## config.mk

```make
export PLATFORM = sky130hd
export DESIGN_NAME = barcode_entry_buffer
export DESIGN_NICKNAME = d
export VERILOG_FILES = /design/src/rtl/barcode_entry_buffer.sv
export SDC_FILE = /design/constraint.sdc
export NUM_CORES = 1
export LEC_CHECK = 0
export BUFFER_PORTS_ARGS = -buffer_cell sky130_fd_sc_hd__buf_2
export CORE_ASPECT_RATIO = 1.75
export CORE_MARGIN = 5
export CORE_UTILIZATION = 51
export CTS_CLUSTER_SIZE = 8
export DETAILED_ROUTE_END_ITERATION = 7
export GPL_ROUTABILITY_DRIVEN = 0
export MAX_ROUTING_LAYER = met4
export PLACE_DENSITY = 0.75
export SYNTH_ARGS = -nofsm -noshare
export SYNTH_HDL_FRONTEND = slang
export SYNTH_SLANG_ARGS = --single-unit
```

## constraint.sdc

```tcl
create_clock -name CLOCK -period 2.6 [get_ports CLOCK]
set_clock_uncertainty 0.2 [all_clocks]
set_input_delay 0.52 -clock CLOCK [delete_from_list [all_inputs] [get_ports CLOCK]]
set_output_delay 0.52 -clock CLOCK [all_outputs]
set_load 0.03 [all_outputs]
```

## src/rtl/barcode_entry_buffer.sv

```systemverilog
// Keypad digit-entry buffer with backspace/clear editing and a commit/ack hand-off of a full barcode.
// Optional feature macro: BARCODE_ENTRY_AUTOCOMMIT_EN (commit automatically when a PUSH fills the buffer).
module barcode_entry_buffer #(
    parameter  int DIGITS  = 4,
    parameter  int DIGIT_W = 4,
    parameter  int BLANK   = 12,
    localparam int CNT_W   = $clog2(DIGITS + 1)
) (
    input  logic                         CLOCK,
    input  logic                         RESET,
    input  logic [DIGIT_W-1:0]           DIGIT_IN,
    input  logic                         PUSH,
    input  logic                         BACKSPACE,
    input  logic                         CLEAR,
    input  logic                         COMMIT,
    input  logic                         ACK,
    output logic [DIGITS*DIGIT_W-1:0]    DIGITS_OUT,
    output logic [CNT_W-1:0]             COUNT,
    output logic                         EMPTY,
    output logic                         FULL,
    output logic [DIGITS*DIGIT_W-1:0]    BARCODE,
    output logic                         BARCODE_VALID,
    output logic                         ERROR
);

    localparam int                 VEC_W    = DIGITS * DIGIT_W;
    localparam logic [DIGIT_W-1:0] BLANK_D  = DIGIT_W'(BLANK);
    localparam logic [VEC_W-1:0]   BLANK_V  = {DIGITS{BLANK_D}};
    localparam logic [CNT_W-1:0]   CNT_FULL = CNT_W'(DIGITS);
    localparam logic [CNT_W-1:0]   CNT_ZERO = {CNT_W{1'b0}};
    localparam logic [CNT_W-1:0]   CNT_ONE  = CNT_W'(1);

    typedef enum logic {
        ST_ENTRY = 1'b0,
        ST_HOLD  = 1'b1
    } state_t;

    // Newest digit enters at position 0; older digits move up one position.
    function automatic logic [VEC_W-1:0] shift_in(input logic [VEC_W-1:0] v, input logic [DIGIT_W-1:0] d);
        return {v[VEC_W-DIGIT_W-1:0], d};
    endfunction

    // Drop the newest digit; the oldest position becomes blank.
    function automatic logic [VEC_W-1:0] shift_out(input logic [VEC_W-1:0] v);
        return {BLANK_D, v[VEC_W-1:DIGIT_W]};
    endfunction

    state_t             state_r, state_n;
    logic [VEC_W-1:0]   digits_r, digits_n;
    logic [VEC_W-1:0]   barcode_r, barcode_n;
    logic [CNT_W-1:0]   count_r, count_n;
    logic               error_r, error_n;
    logic               empty_r, full_r, valid_r;
    logic               is_full_s, is_empty_s;
    logic [VEC_W-1:0]   pushed_s, popped_s;

    assign is_full_s  = (count_r == CNT_FULL);
    assign is_empty_s = (count_r == CNT_ZERO);
    assign pushed_s   = shift_in(digits_r, DIGIT_IN);
    assign popped_s   = shift_out(digits_r);

    // Next-state, next-entry and error decode for both states.
    always_comb begin
        state_n   = state_r;
        digits_n  = digits_r;
        count_n   = count_r;
        barcode_n = barcode_r;
        error_n   = 1'b0;
        case (state_r)
            ST_ENTRY: begin
                if (CLEAR) begin
                    digits_n = BLANK_V;
                    count_n  = CNT_ZERO;
                end else if (COMMIT && is_full_s) begin
                    barcode_n = digits_r;
                    state_n   = ST_HOLD;
                end else begin
                    // A premature COMMIT is flagged but does not block a same-cycle edit.
                    error_n = COMMIT;
                    if (PUSH && BACKSPACE) begin
                        error_n = 1'b1;
                    end else if (PUSH) begin
                        if (is_full_s) begin
                            error_n = 1'b1;
                        end else begin
                            digits_n = pushed_s;
                            count_n  = count_r + CNT_ONE;
`ifdef BARCODE_ENTRY_AUTOCOMMIT_EN
                            if (count_r == (CNT_FULL - CNT_ONE)) begin
                                barcode_n = pushed_s;
                                state_n   = ST_HOLD;
                            end else begin
                                barcode_n = barcode_r;
                            end
`endif
                        end
                    end else if (BACKSPACE) begin
                        if (is_empty_s) begin
                            error_n = 1'b1;
                        end else begin
                            digits_n = popped_s;
                            count_n  = count_r - CNT_ONE;
                        end
                    end else begin
                        digits_n = digits_r;
                    end
                end
            end
            ST_HOLD: begin
                // BARCODE is kept after release so the consumer can still read it.
                if (CLEAR || ACK) begin
                    digits_n = BLANK_V;
                    count_n  = CNT_ZERO;
                    state_n  = ST_ENTRY;
                end else if (PUSH || BACKSPACE || COMMIT) begin
                    error_n = 1'b1;
                end else begin
                    error_n = 1'b0;
                end
            end
            default: begin
                state_n = ST_ENTRY;
            end
        endcase
    end

    // State and registered outputs; flags are derived from the next count/state.
    always_ff @(posedge CLOCK) begin
        if (RESET) begin
            state_r   <= ST_ENTRY;
            digits_r  <= BLANK_V;
            barcode_r <= BLANK_V;
            count_r   <= CNT_ZERO;
            empty_r   <= 1'b1;
            full_r    <= 1'b0;
            valid_r   <= 1'b0;
            error_r   <= 1'b0;
        end else begin
            state_r   <= state_n;
            digits_r  <= digits_n;
            barcode_r <= barcode_n;
            count_r   <= count_n;
            empty_r   <= (count_n == CNT_ZERO);
            full_r    <= (count_n == CNT_FULL);
            valid_r   <= (state_n == ST_HOLD);
            error_r   <= error_n;
        end
    end

    assign DIGITS_OUT    = digits_r;
    assign COUNT         = count_r;
    assign EMPTY         = empty_r;
    assign FULL          = full_r;
    assign BARCODE       = barcode_r;
    assign BARCODE_VALID = valid_r;
    assign ERROR         = error_r;

endmodule
```

==> metrics.txt, run 1 <==
Hold Crit Class=in2reg; Hold Vio Cnt, Final=0; Setup TNS=0 ns; total number of vias=1633; post-DP HPWL=3033 um; max-slew violations=0; Post-synth EDFFs=0; Syn Area/Cell=8.330 um^2; Seq/Total Area, Yosys=0.4339; worst vdd ir=0.0003703 V; element type at the critical path end=flip-flop; CTS Buf Count=5; die width=54.90 um; Layout Area Growth over Synthesis=17.73%; IO Port Bufs=49; multi-input logic area=905.9 um^2; RSZ-0062 raised after global routing=no; Largest stage delay, worst path=0.54 ns; total grt overflow=0; Crit Path Category=reg2reg; CP Cell Sequence=inv_1 -> ha_1 -> nand3_1 -> nand2_1 -> or4_1 -> nand3_1 -> o41ai_2; placed cell area=2037 um^2; post-synth cell types=41; Crit path top cell by count=nand3_1; Total Wirelength=4076 um; vias per inst=5.354; first-pass GRT wire length=6844 um; Slew HR=0.5283; pin count of the biggest net entering global routing=30; antenna violations before repair=0; top-area cell type share of the netlist area=0.4339; total power=1.104 mW; ratio of cells with drive above 1 in the final layout=0.2769; root buffer cell=clkbuf_8; cells after synthesis=216; initial drt markers=42; Synth Register Bits=39; sequential cell area=780.7 um^2; # setup viols final=0; # hold bufs at CTS=0; Post-Syn Area=1799 um^2; Area contributors post-synth=dfxtp_1 43%, nand2_1 9.6%, a21oi_1 6.4%; Synth async-reset ratio=0; Worst Path Required=2.56 ns; Clk pin slew, worst setup/hold paths=0.07 ns; wire length per cell=13.36 um; P per Cell Area=521.0 nW/um^2; Ys Warns=0; Std-Cell Rows=28; CP arrival=2.20 ns; diode count=0; CTS resizes=0; CP Launch Type=flip-flop; Max Cap Violations=0; layout net count=273; Die ar.=4863 um^2; outcome=finished clean; cell taking the most area after synthesis=dfxtp_1; clk_lat worst skew=0.29 ns; clock sink count=39; leakage=0.9075 nW; Final ANT Viol Nets=0; TritonCTS clock tree=built; Post-CTS Setup Inserts=0; Worst path slowest cell=or4_1; DRC violation count after routing=0; drt first pass iters=4; CTS Buffer Depth=2; syn nets=230; period utilization=0.8633; worst setup margin=0.3553 ns; min Tclk post-route=2.245 ns; # fillers=324; worst slack at placement=0.3456 ns; io pins=50; Top FF cell, synth=dfxtp_1; die span in y=88.58 um; Max Clk Rate=0.4455 GHz; Tot GR Track Use=0.1956; Core ar.=3398 um^2; Starting Density=0.5295; H-tree lvl count=2; worst-path fanout max=9; slew at the pin with the worst max-slew slack=0.7060 ns; number of global-route vias before repair=1521; cell area after layout=2118 um^2
flip-flops by register name, summed over array words and instances, names as in the netlist:
name,count
BARCODE,16
BARCODE_VALID,1
COUNT,3
DIGITS_OUT,16
EMPTY,1
ERROR,1
FULL,1
path summary, 6_finish.rpt:
kind	start	to	slack [ns]	cells after the start
max	COUNT[0]$_SDFF_PP0_	EMPTY$_SDFF_PP1_	0.36	7
min	CLEAR	BARCODE_VALID$_SDFF_PP0_	0.24	2
max reg2reg	COUNT[0]$_SDFF_PP0_	EMPTY$_SDFF_PP1_	0.36	7
min reg2reg	BARCODE[12]$_SDFFE_PP0P_	BARCODE[12]$_SDFFE_PP0P_	0.25	2
area by class of cell:
cell class | count | area share
Sequential cell | 39 | 0.3686
Clock buffer | 7 | 0.03603
Tap cell | 45 | 0.02658
Inverter | 5 | 0.008860
Clock inverter | 1 | 0.002363
Timing Repair Buffer | 53 | 0.1299
Multi-Input combinational cell | 155 | 0.4276
kinds of logic (layout without fill, tap and decap cells):
| logic type | count (synthesis) | in the layout | synth area share |
|---|---|---|---|
| fa+ha+maj | 3 | 3 | 0.02086 |
| mux | 13 | 13 | 0.07719 |
| xor+xnor | 1 | 1 | 0.004869 |
| flops | 39 | 39 | 0.4339 |
| buf+inv | 22 | 66 | 0.06259 |
| compound gates | 45 | 45 | 0.1648 |
| simple gates | 93 | 93 | 0.2358 |
synth_stat cells (all sizes together), types with 3 or more instances:
cell,instances
nor2,7
inv,5
dfxtp,39
o21ai,3
nor3,11
nand3,16
a21oi,23
a31oi,8
nand2,46
ha,3
clkbuf,6
mux2,7
buf,11
mux2i,6
worst max-delay path: cells and delay by family (launching register included):
family                   cells  cell delay [ns]
AND/OR/NAND/NOR              4             0.99
AO/OA/AOI/OAI                1             0.09
flip-flops                   1             0.41
adder cells (fa/ha/maj)      1             0.32
buffers and inverters        1             0.11
stage by stage:
stage | hold slack [ns] | util | instances
after CTS | 0.2357 | 0.6233 | 305
after global routing | 0.2517 | 0.6233 | 305
after floorplan | 0.3807 | - | 216
final | 0.2439 | 0.6233 | 305
after global placement | 0.2399 | 0.5994 | 297
after detailed placement | 0.2451 | 0.5994 | 297
metal layers:
metal,global-route usage,up-vias,share of wire
met2,0.3233,43,0.52
met4,0.1018,0,0.028
met3,0.03541,11,0.053
li1,-,836,-
met1,0.2153,743,0.40
met5,-,-,0
placed cells by master (no fill, tap or decap), drive strengths merged, types with 2 or more instances in the layout:
cell type   n
nand3      16
mux2        7
a211o       2
or2         2
mux2i       6
o21ai       3
a31oi       8
nand4       2
inv         5
ha          3
nand2      46
a21oi      23
nor3       11
buf        53
clkbuf      7
nand2b      2
nor2        7
dfxtp      39
where the power goes:
| group | internal, mW | switching (mW) |
|---|---|---|
| clock network | 0.188 | 0.190 |
| logic | 0.0400 | 0.0760 |
| registers | 0.604 | 0.00555 |
| total | 0.832 | 0.272 |
(Power assumes the default switching activity.)
==> run 2: changes to the inputs <==
--- a/config.mk
+++ b/config.mk
@@ -7,7 +7,6 @@
 export LEC_CHECK = 0
 export BUFFER_PORTS_ARGS = -buffer_cell sky130_fd_sc_hd__buf_2
 export CORE_ASPECT_RATIO = 1.75
-export CORE_MARGIN = 5
 export CORE_UTILIZATION = 51
 export CTS_CLUSTER_SIZE = 8
 export DETAILED_ROUTE_END_ITERATION = 7
==> constraint.sdc (replaced) <==
create_clock -name CLOCK -period 2.15 [get_ports CLOCK]
set_clock_uncertainty 0.2 [all_clocks]
set_input_delay 0.43 -clock CLOCK [delete_from_list [all_inputs] [get_ports CLOCK]]
set_output_delay 0.43 -clock CLOCK [all_outputs]
set_load 0.03 [all_outputs]
==> metrics.txt, run 2 (synthesis results as in run 1) <==
outcome=finished clean; Hold Crit Class=in2reg; ratio of cells with drive above 1 in the final layout=0.3184; period utilization=0.9291; total grt overflow=0; Die ar.=3779 um^2; # hold bufs at CTS=0; Sw Ratio=0.2438; CP Cell Sequence=inv_1 -> ha_2 -> nand3_1 -> nand2_1 -> or4_1 -> nand3_1 -> o41ai_2; first-pass GRT wire length=6686 um; Hold Vio Cnt, Final=0; Layout Area Growth over Synthesis=23.09%; Clk pin slew, worst setup/hold paths=0.08 ns; Critical R2R Launch=COUNT[0]$_SDFF_PP0_; Starting Density=0.5350; # fillers=329; max-slew violations=0; H-tree lvl count=2; commonest non-fill, non-tap cell in the layout=buf_2; initial drt markers=70; Logic pwr share=0.102; worst-path fanout max=9; clk_lat worst skew=0.30 ns; io pins=50; die width=46.90 um; Setup TNS=0 ns; TritonCTS clock tree=built; Worst path slowest cell=or4_1; Int Pwr=1.114 mW; crit path from=COUNT[0]$_SDFF_PP0_; post-DP HPWL=3100 um; element type at the critical path end=flip-flop; routing usage on met3=0.06292; dpl cells=304; DRC violation count after routing=0; Global Route met1 Usage=0.2751; CTS Buf Count=5; P per Cell Area=665.0 nW/um^2; Crit Path Category=reg2reg; antenna violations before repair=0; die span in y=80.58 um; slew at the pin with the worst max-slew slack=0.4084 ns; Slew HR=0.7267; min Tclk post-route=1.997 ns; wire length per cell=13.38 um; layout net count=280; worst vdd ir=0.0005897 V; pin count of the biggest net entering global routing=25; commonest cells after routing, fill and taps aside=49 x buf_2, 46 x nand2_1, 37 x dfxtp_1; switching pwr=0.3591 mW; Post-CTS Setup Inserts=0; diode count=0; routing usage on met2=0.3944; leakage=0.9608 nW; Std-Cell Rows=28; IO Port Bufs=49; clock power share=0.398; drt first pass iters=4; Worst Path Required=2.14 ns; number of global-route vias before repair=1510; CP arrival=1.98 ns; total number of vias=1683; Final ANT Viol Nets=0; CTS Buffer Depth=2; Largest stage delay, worst path=0.55 ns; RSZ-0062 raised after global routing=no; # setup viols final=0; Flop pwr share=0.500; Core ar.=3363 um^2; Tot GR Track Use=0.2519; root buffer cell=clkbuf_8; Total Wirelength=4176 um; CP Launch Type=flip-flop; CTS resizes=0; Max Cap Violations=0; Max Clk Rate=0.5006 GHz; Crit path top cell by count=nand3_1; gr busiest metal=met2; final cell count without fillers=312; vias per inst=5.394; clock sink count=39; HP Start=CLEAR
run 2: cell count changes in the layout (fill, tap and decap cells not counted):
cell and delta:
nor3_2 +1, clkbuf_8 +1, ha_2 +1, nor3_1 -1, dfxtp_2 +1, ha_1 -1, dfxtp_4 +1, clkbuf_16 +1
dfxtp_1 -2, buf_4 +7, clkbuf_1 -2
run 2: through the flow:
step | hold slack [ns] | power, mW | cell area [um^2] | worst slack [ns] | utilization
2_1_floorplan | 0.3066 | 0.8613 | 1804 | 0.04084 | -
3_3_place_gp | 0.2385 | 0.8999 | 2095 | 0.1344 | 0.6228
3_5_place_dp | 0.2436 | 0.9017 | 2095 | 0.05904 | 0.6228
4_1_cts | 0.1346 | 1.479 | 2207 | 0.04383 | 0.6563
5_1_grt | 0.1456 | 1.531 | 2215 | 0.02930 | 0.6585
6_report | 0.1442 | 1.473 | 2215 | 0.1525 | 0.6585
run 2: layout make-up:
| type | instances | area, um^2 | share of cell area |
|---|---|---|---|
| inverters | 5 | 18.77 | 0.008475 |
| multi-input cells | 155 | 913.4 | 0.4124 |
| clock inverters | 1 | 5.005 | 0.002260 |
| well taps | 45 | 56.30 | 0.02542 |
| repair buffers | 60 | 327.8 | 0.1480 |
| flip-flops and latches | 39 | 785.8 | 0.3548 |
| clock buffers | 7 | 107.6 | 0.04859 |
run 2: worst paths after layout:
| kind | depth (start not counted) | slack [ns] | to |
|---|---|---|---|
| setup / recovery | 7 | 0.15 | EMPTY$_SDFF_PP1_ |
| hold / removal | 2 | 0.14 | BARCODE_VALID$_SDFF_PP0_ |
| setup reg to reg | 7 | 0.15 | EMPTY$_SDFF_PP1_ |
| hold reg to reg | 2 | 0.25 | BARCODE[0]$_SDFFE_PP0P_ |
run 2: worst max-delay path, delay by kind of cell, from the launching register on:
kind	cells	cell delay, ns
flops	1	0.36
compound gates	1	0.09
simple gates	4	0.92
fa+ha+maj	1	0.25
buf+inv	1	0.07
run 2: metal layers:
metal,wire (um),vias up,part of all wire
li1,-,851,-
met1,1648,762,0.39
met2,2193,59,0.53
met3,188,11,0.045
met4,146,0,0.035
met5,0,-,0
run 2: power by group through the flow:
| stage | clock [mW] | combinational (mW) | sequential [mW] |
|---|---|---|---|
| after floorplan | 0 | 0.0935 | 0.768 |
| after global placement | 0 | 0.147 | 0.753 |
| after detailed placement | 0 | 0.149 | 0.753 |
| after CTS | 0.593 | 0.149 | 0.736 |
| after global routing | 0.629 | 0.165 | 0.737 |
| final | 0.586 | 0.151 | 0.736 |
==> run 3: changes to the inputs <==
--- a/config.mk
+++ b/config.mk
@@ -6,7 +6,7 @@
 export NUM_CORES = 1
 export LEC_CHECK = 0
 export BUFFER_PORTS_ARGS = -buffer_cell sky130_fd_sc_hd__buf_2
-export CORE_ASPECT_RATIO = 1.75
+export CORE_ASPECT_RATIO = 1.4
 export CORE_UTILIZATION = 51
 export CTS_CLUSTER_SIZE = 8
 export DETAILED_ROUTE_END_ITERATION = 7
==> metrics.txt, run 3 (synthesis results as in run 1) <==
multi-input logic area=908.4 um^2; commonest cells after routing, fill and taps aside=49 x buf_2, 46 x nand2_1, 37 x dfxtp_1; total number of vias=1654; wire length per cell=13.14 um; Total Wirelength=3995 um; Crit path top cell by count=nand3_1; # setup viols final=0; HP Start=CLEAR; total grt overflow=0; drt first pass iters=4; Starting Density=0.5326; switching pwr=0.3349 mW; r2r setup slk=0.16 ns; clk_lat worst skew=0.28 ns; Die ar.=3773 um^2; worst-path fanout max=9; total power=1.369 mW; DRC violation count after routing=0; layout net count=278; CP arrival=1.94 ns; Setup TNS=0 ns; CP Launch Type=flip-flop; clock power share=0.355; Max Cap Violations=0; CTS Buffer Depth=2; Worst Path Required=2.10 ns; root buffer cell=clkbuf_8; element type at the critical path end=flip-flop; Worst path slowest cell=or4_1; outcome=finished clean; Clk pin slew, worst setup/hold paths=0.07 ns; Sw Ratio=0.2447; Critical R2R Launch=COUNT[0]$_SDFF_PP0_; die span in y=72.28 um; Layout Area Growth over Synthesis=20.24%; commonest non-fill, non-tap cell in the layout=buf_2; Crit Path Category=reg2reg; P per Cell Area=632.6 nW/um^2; slew at the pin with the worst max-slew slack=0.4139 ns; diode count=0; Final Core Density=0.6404; period utilization=0.9258; Flop pwr share=0.538; Largest stage delay, worst path=0.54 ns; IO Port Bufs=49; ratio of cells with drive above 1 in the final layout=0.3068; placed cell area=2073 um^2; final cell count without fillers=304; Int Pwr=1.034 mW; H-tree lvl count=2; Slew HR=0.7238; crit path from=COUNT[0]$_SDFF_PP0_; number of global-route vias before repair=1475; Hold EP=BARCODE_VALID$_SDFF_PP0_; post-DP HPWL=2873 um; Reg2Reg Depth=7; Core ar.=3378 um^2; clock sink count=39; worst vdd ir=0.0005305 V; # fillers=321; Reg2Reg Capture Point=EMPTY$_SDFF_PP1_; io pins=50; min Tclk post-route=1.990 ns; Logic pwr share=0.107; pin count of the biggest net entering global routing=19; Std-Cell Rows=25; WHS Path Cells=2; die width=52.20 um; max-slew violations=0; leakage=0.9370 nW; Hold Vio Cnt, Final=0; sequential cell area=785.8 um^2; dpl cells=297; Hold Crit Class=in2reg; cell area after layout=2163 um^2; initial drt markers=48; TritonCTS clock tree=built; antenna violations before repair=0; Tot GR Track Use=0.2377; first-pass GRT wire length=6541 um; RSZ-0062 raised after global routing=no; Final ANT Viol Nets=0; CTS Buf Count=5; vias per inst=5.441; CP Cell Sequence=inv_1 -> ha_2 -> nand3_1 -> nand2_1 -> or4_1 -> nand3_1 -> o41ai_2; Max Clk Rate=0.5024 GHz
## run 3: cell count changes in the layout (fill, tap and decap cells not counted), sizes merged
cell and delta:
buf -2, clkbuf -1
## run 3: per-stage QoR
stage	worst slack (ns)	hold slack (ns)
after floorplan	0.04084	0.3066
after global placement	0.1371	0.2383
after detailed placement	0.09256	0.2443
after CTS	0.08104	0.1455
after global routing	0.03678	0.1634
final	0.1595	0.1505
## run 3: how the worst max path moves through the flow
stage,end,slack (ns),depth (start not counted)
floorplan,EMPTY$_SDFF_PP1_,0.04,8
global placement,EMPTY$_SDFF_PP1_,0.14,7
global route,EMPTY$_SDFF_PP1_,0.04,7
detailed placement,EMPTY$_SDFF_PP1_,0.09,7
finish,EMPTY$_SDFF_PP1_,0.16,7
CTS,EMPTY$_SDFF_PP1_,0.08,7
## run 3: worst max-delay path, delay by kind of cell (launching register included)
| family | cells | cell delay [ns] |
|---|---|---|
| DFF | 1 | 0.36 |
| and+or+nand+nor | 4 | 0.90 |
| AOI/OAI and AO/OA | 1 | 0.08 |
| buffers and inverters | 1 | 0.07 |
| adders and majority gates | 1 | 0.24 |
## run 3: repair_timing
item,in CTS,in global routing
endpoints found under the hold margin,0,0
setup endpoints to repair,0,11
setup buffers,0,0
hold buffers,0,0
resized for setup,0,1
## run 3: power by group through the flow
stage / clock [mW] / combinational, mW / sequential (mW)
2_1_floorplan: 0 / 0.0935 / 0.768
3_3_place_gp: 0 / 0.144 / 0.753
3_5_place_dp: 0 / 0.144 / 0.753
4_1_cts: 0.496 / 0.144 / 0.736
5_1_grt: 0.527 / 0.159 / 0.737
6_report: 0.486 / 0.146 / 0.736
## run 3: cell type report
type	count	share of cell area
Tap cell	40	0.02313
Sequential cell	39	0.3632
Timing Repair Buffer	58	0.1446
Clock inverter	1	0.002313
Inverter	5	0.008676
Clock buffer	6	0.03817
Multi-Input combinational cell	155	0.4199
## run 3: layer usage
| metal | track usage | routed length, um |
|---|---|---|
| met3 | 0.03774 | 178 |
| met5 | - | 0 |
| met1 | 0.2878 | 1751 |
| met4 | 0.09649 | 63 |
| met2 | 0.3875 | 2002 |
